### src/rtl/uart_string_sender.sv
// Buffers a short ASCII string and sends it one byte at a time through the
// async_transmitter start/busy handshake, optionally followed by CR LF.
module uart_string_sender #(
  parameter int DEPTH       = 16,
  parameter int ADDR_W      = 4,
  parameter bit APPEND_CRLF = 1'b1
) (
  input  logic              clk_i,
  input  logic              rst_ni,
  input  logic              wr_en_i,
  input  logic [7:0]        wr_data_i,
  input  logic              clear_i,
  input  logic              send_i,
  input  logic              tx_busy_i,
  output logic              tx_start_o,
  output logic [7:0]        tx_data_o,
  output logic              full_o,
  output logic [ADDR_W:0]   count_o,
  output logic              busy_o,
  output logic              done_o
);

  typedef enum logic [2:0] {
    IDLE, LOAD, PULSE, ACK, DRAIN, TERM_CR, TERM_LF, FIN
  } state_e;

  typedef enum logic [1:0] {
    LAST_DATA, LAST_CR, LAST_LF
  } last_e;

  localparam logic [ADDR_W:0] FULL_COUNT  = (ADDR_W+1)'(DEPTH);
  localparam logic [1:0]      ACK_TIMEOUT = 2'd3;

  state_e            state_q, state_d;
  last_e             last_q, last_d;
  logic [ADDR_W-1:0] wr_ptr_q, wr_ptr_d;
  logic [ADDR_W-1:0] rd_ptr_q, rd_ptr_d;
  logic [ADDR_W:0]   count_q, count_d;
  logic [7:0]        tx_data_q, tx_data_d;
  logic              tx_start_q, tx_start_d;
  logic              done_q, done_d;
  logic [1:0]        ack_cnt_q, ack_cnt_d;
  logic [7:0]        mem_q [DEPTH];
  logic              full;
  logic              wr_accept;

  assign full = (count_q == FULL_COUNT);

  always_comb begin
    state_d    = state_q;
    last_d     = last_q;
    wr_ptr_d   = wr_ptr_q;
    rd_ptr_d   = rd_ptr_q;
    count_d    = count_q;
    tx_data_d  = tx_data_q;
    tx_start_d = 1'b0;
    done_d     = 1'b0;
    ack_cnt_d  = ack_cnt_q;
    wr_accept  = 1'b0;

    unique case (state_q)
      // clear beats send beats write; all three are only honoured here
      IDLE: begin
        if (clear_i) begin
          wr_ptr_d = '0;
          rd_ptr_d = '0;
          count_d  = '0;
        end else if (send_i) begin
          if (count_q != '0) begin
            state_d = LOAD;
          end else if (APPEND_CRLF) begin
            state_d = TERM_CR;
          end else begin
            state_d = FIN;
          end
        end else if (wr_en_i && !full) begin
          wr_accept = 1'b1;
          wr_ptr_d  = wr_ptr_q + ADDR_W'(1);
          count_d   = count_q + (ADDR_W+1)'(1);
        end
      end
      LOAD: begin
        tx_data_d = mem_q[rd_ptr_q];
        rd_ptr_d  = rd_ptr_q + ADDR_W'(1);
        count_d   = count_q - (ADDR_W+1)'(1);
        last_d    = LAST_DATA;
        state_d   = PULSE;
      end
      TERM_CR: begin
        tx_data_d = 8'h0D;
        last_d    = LAST_CR;
        state_d   = PULSE;
      end
      TERM_LF: begin
        tx_data_d = 8'h0A;
        last_d    = LAST_LF;
        state_d   = PULSE;
      end
      PULSE: begin
        if (!tx_busy_i) begin
          tx_start_d = 1'b1;
          ack_cnt_d  = '0;
          state_d    = ACK;
        end
      end
      // Bounded wait so a transmitter that never raises busy cannot stall us
      ACK: begin
        if (tx_busy_i || ack_cnt_q == ACK_TIMEOUT) begin
          state_d = DRAIN;
        end else begin
          ack_cnt_d = ack_cnt_q + 2'd1;
        end
      end
      DRAIN: begin
        if (!tx_busy_i) begin
          if (count_q != '0) begin
            state_d = LOAD;
          end else if (last_q == LAST_DATA && APPEND_CRLF) begin
            state_d = TERM_CR;
          end else if (last_q == LAST_CR) begin
            state_d = TERM_LF;
          end else begin
            state_d = FIN;
          end
        end
      end
      FIN: begin
        done_d  = 1'b1;
        state_d = IDLE;
      end
      default: state_d = IDLE;
    endcase
  end

  always_ff @(posedge clk_i) begin
    if (!rst_ni) begin
      state_q    <= IDLE;
      last_q     <= LAST_DATA;
      wr_ptr_q   <= '0;
      rd_ptr_q   <= '0;
      count_q    <= '0;
      tx_data_q  <= 8'h00;
      tx_start_q <= 1'b0;
      done_q     <= 1'b0;
      ack_cnt_q  <= '0;
    end else begin
      state_q    <= state_d;
      last_q     <= last_d;
      wr_ptr_q   <= wr_ptr_d;
      rd_ptr_q   <= rd_ptr_d;
      count_q    <= count_d;
      tx_data_q  <= tx_data_d;
      tx_start_q <= tx_start_d;
      done_q     <= done_d;
      ack_cnt_q  <= ack_cnt_d;
    end
  end

  // Storage needs no reset; only the pointers and count define its contents
  always_ff @(posedge clk_i) begin
    if (rst_ni && wr_accept) begin
      mem_q[wr_ptr_q] <= wr_data_i;
    end
  end

  assign tx_start_o = tx_start_q;
  assign tx_data_o  = tx_data_q;
  assign full_o     = full;
  assign count_o    = count_q;
  assign busy_o     = (state_q != IDLE);
  assign done_o     = done_q;

endmodule
### config.mk
export PLATFORM = sky130hd
export DESIGN_NAME = uart_string_sender
export DESIGN_NICKNAME = d
export VERILOG_FILES = /design/src/rtl/uart_string_sender.sv
export SDC_FILE = /design/constraint.sdc
export NUM_CORES = 1
export LEC_CHECK = 0
export CORE_MARGIN = 2
export CORE_UTILIZATION = 57
export DETAILED_ROUTE_END_ITERATION = 10
export DONT_BUFFER_PORTS = 1
export PLACE_DENSITY = 0.75
export SYNTH_ARGS = -nofsm -noshare
export SYNTH_HDL_FRONTEND = slang
export SYNTH_SLANG_ARGS = --single-unit
export TNS_END_PERCENT = 50
### constraint.sdc
create_clock -name clk_i -period 2.7 [get_ports clk_i]
set_clock_uncertainty 0.2 [all_clocks]
set_input_delay 0.54 -clock clk_i [delete_from_list [all_inputs] [get_ports clk_i]]
set_output_delay 0.54 -clock clk_i [all_outputs]
set_load 0.01 [all_outputs]
==> impl_metrics.ini <==
[status]
status = finished clean

[critical_path]
worstPathMaxFanout = 8
worstSetupPathType = reg2reg
critPathLaunch = count_o[0]
worstPathArrival_ps = 2340
cp.buffers_inverters = 2
cp_cell_sequence = inv_1 > ha_1 > nand4bb_1 > nand2_1 > or4_1 > nor2_1 > buf_4
cp_top_family = simple AND/OR/NAND/NOR gates
rrSetupSlack_ps = 290
cp_num_cells = 7
crit_path_end = mem_q[0][4]
crit_slowest_cell = or4_1
cp-end-kind = flip-flop
start_kind = flip-flop
ff2ff_path_depth = 7
max_stage_delay_ps = 530
reg2reg_from = count_o[0]
worstPathRequired_ps = 2630
reg2reg_to = mem_q[0][4]

[synth]
ys_ff_latch = 162
synthTopCellsByArea = edfxtp_1 (57%), dfxtp_1 (10%), mux4_2 (10%)
syn_inst = 420
netlist_area_sq_um = 6690
synth_top_area_cell = edfxtp_1
syn_nets = 442
yosysWarnings = 0
seq_area_frac_synth_pct = 67.6
synth.distinct_cells = 59
syn_avg_cell_area_sq_um = 15.9
ys.flop_type = edfxtp_1
async_flop_share_pct = 0
synth_top_area_share_pct = 57.5
synth-edff-count = 128

[finish]
nNetsFinal = 480
fillers = 770
multi_input_area_sq_um = 2000
final_cell_mix = edfxtp_1 (128), nor2_1 (38), dfxtp_1 (33), buf_4 (31), mux4_2 (30)
final_common_cell = edfxtp_1
drive_gt1_share_pct = 21.7
area_growth_pct = 15.0
regArea_sq_um = 4530

[cts]
clk_root_buffer_cell = clkbuf_16
htreeDepth = 4
cts_buffer_depth = 2
cts-resized-gates = 0
tritoncts = yes
postCtsHoldBufs = 0
clk-insertion-delay-late_ps = 420
postCtsSetupBuffers = 0
cts.clk_slew.worst_paths_ps = 60
clock-sinks = 162
numCtsBuffers = 17

[sta]
post-route-period-util_pct = 89.3
maxSlewViolCount = 0
fin_ws_ps = 289
relSlewSlack_pct = 53.1
setup_tns_ps = 0
setup_viol = 0
hold_viol_final = 0
min_period_ps = 2410
max_slew.worst_pin.slew_ps = 702
rsz0062_at_grt = false
fmax_ghz = 0.415

[routing]
drc = 0
via_count = 3897
wl_per_cell_um = 23.6
drt-total-wl_um = 14600
first_iter_violations = 369
viasPerCell = 6.32
ant_nets = 0
dr.pass1.iters = 4

[grt]
grt_max_degree = 30
first_global_vias = 3930
grt_overflow = 0
antenna_found_initial = 3
grt.total_usage_pct = 24.1
grt_pass1_wl_um = 22400

[pwr]
leakagePower_nw = 2.51
ir_drop_mv = 0.899
p_total_mw = 6.01
p_per_area_nw_per_um2 = 781

[floorplan]
die_y_um = 112
dieArea_sq_um = 12600
initial_core_util_pct = 58.6
rows = 39
die_w_um = 112
boundaryPins = 31
core_area_sq_um = 11400

[placed_design]
place_ws_ps = 356
dp_hpwl_um = 8890
gp_congestion = 0.822
port_buffers = 0

[run]
maxCapViolations = 0

[hold_path]
min_path_type = in2reg
logic make-up after synthesis:
kind of cell | synth area share (%)
AO/OA/AOI/OAI | 6.13
XOR/XNOR | 0.262
adder cells (fa/ha/maj) | 1.50
buffers and inverters | 2.45
flip-flops | 67.6
multiplexers | 13.9
AND/OR/NAND/NOR | 8.12
per-layer routing:
layer  vias up  track usage, %  routed length [um]  part of all wire [%]
met1      1969            32.5                6120                    42
li1       1751               -                   -                     -
met3        16            7.94                1300                   8.9
met4         0            7.15                 219                   1.5
met2       161            38.3                6950                    48
met5         -               0                   0                     0
registers in the layout, indices dropped and copies added (netlist names), named ones only:
register	flops
count_o	5
state_q	3
mem_q	128
done_o	1
tx_data_o	8
ack_cnt_q	2
last_q	2
wr_ptr_q	4
tx_start_o	1
rd_ptr_q	4
cell type report:
cell class              count  area share, %
flip-flops and latches    162           58.8
inverters                  10          0.488
multi-input cells         223           26.0
repair buffers             44           4.84
diodes                      3         0.0975
clock buffers              17           5.53
clock inverters            15           1.90
well taps                 143           2.32
synthesized netlist by cell type (2+ instances only):
library cell  instances
clkbuf_1             12
and3_1                2
nand2_1              15
buf_2                 8
edfxtp_1            128
mux2_2                5
nor4b_1               3
o211ai_1              4
buf_1                 2
o21a_1                3
o21ai_1               2
or4_1                 2
nor2_1               38
inv_2                 2
a31oi_1               2
nor3_1               11
mux4_2               30
inv_1                 8
nand2b_1              3
nor4bb_1              2
nor3b_1               3
ha_1                  8
dfxtp_1              34
nand3_1               6
o31ai_1               3
nand4_1               2
a211oi_1              4
nand4b_1              3
a221o_1               4
mux2i_1              12
nor4_1                2
o21ai_0               5
nor2b_1               4
or3b_1                2
buf_6                 3
a21oi_1              18
mux4_1                3
worst min path at each step:
stage / startpoint / to / slack, ps / depth (start not counted)
floorplan: rd_ptr_q[3] / flip-flop / 250 / 2
CTS: wr_data_i[7] / mem_q[7][7] / 0.5 / 0
global route: rst_ni / state_q[2] / 40 / 1
finish: rst_ni / state_q[2] / 50 / 1
global placement: rd_ptr_q[3] / rd_ptr_q[3] / 260 / 2
detailed placement: ack_cnt_q[1] / ack_cnt_q[1] / 300 / 2
per-stage QoR:
step / hold slack [ps] / utilization (%) / area [sq um] / std cells
after detailed placement: 298 / 61.3 / 7000 / 570
after CTS: 0.477 / 66.3 / 7570 / 602
final: 48.8 / 67.4 / 7700 / 617
after floorplan: 253 / - / 6690 / 420
after global placement: 264 / 61.3 / 7000 / 570
after global routing: 36.0 / 67.4 / 7690 / 615
where the power goes:
| group | internal (mW) | total (mW) | switching, mW |
|---|---|---|---|
| registers | 2.76 | 2.84 | 0.0797 |
| logic | 0.381 | 0.864 | 0.483 |
| clock network | 1.30 | 2.31 | 1.02 |
(Power assumes the default switching activity.)
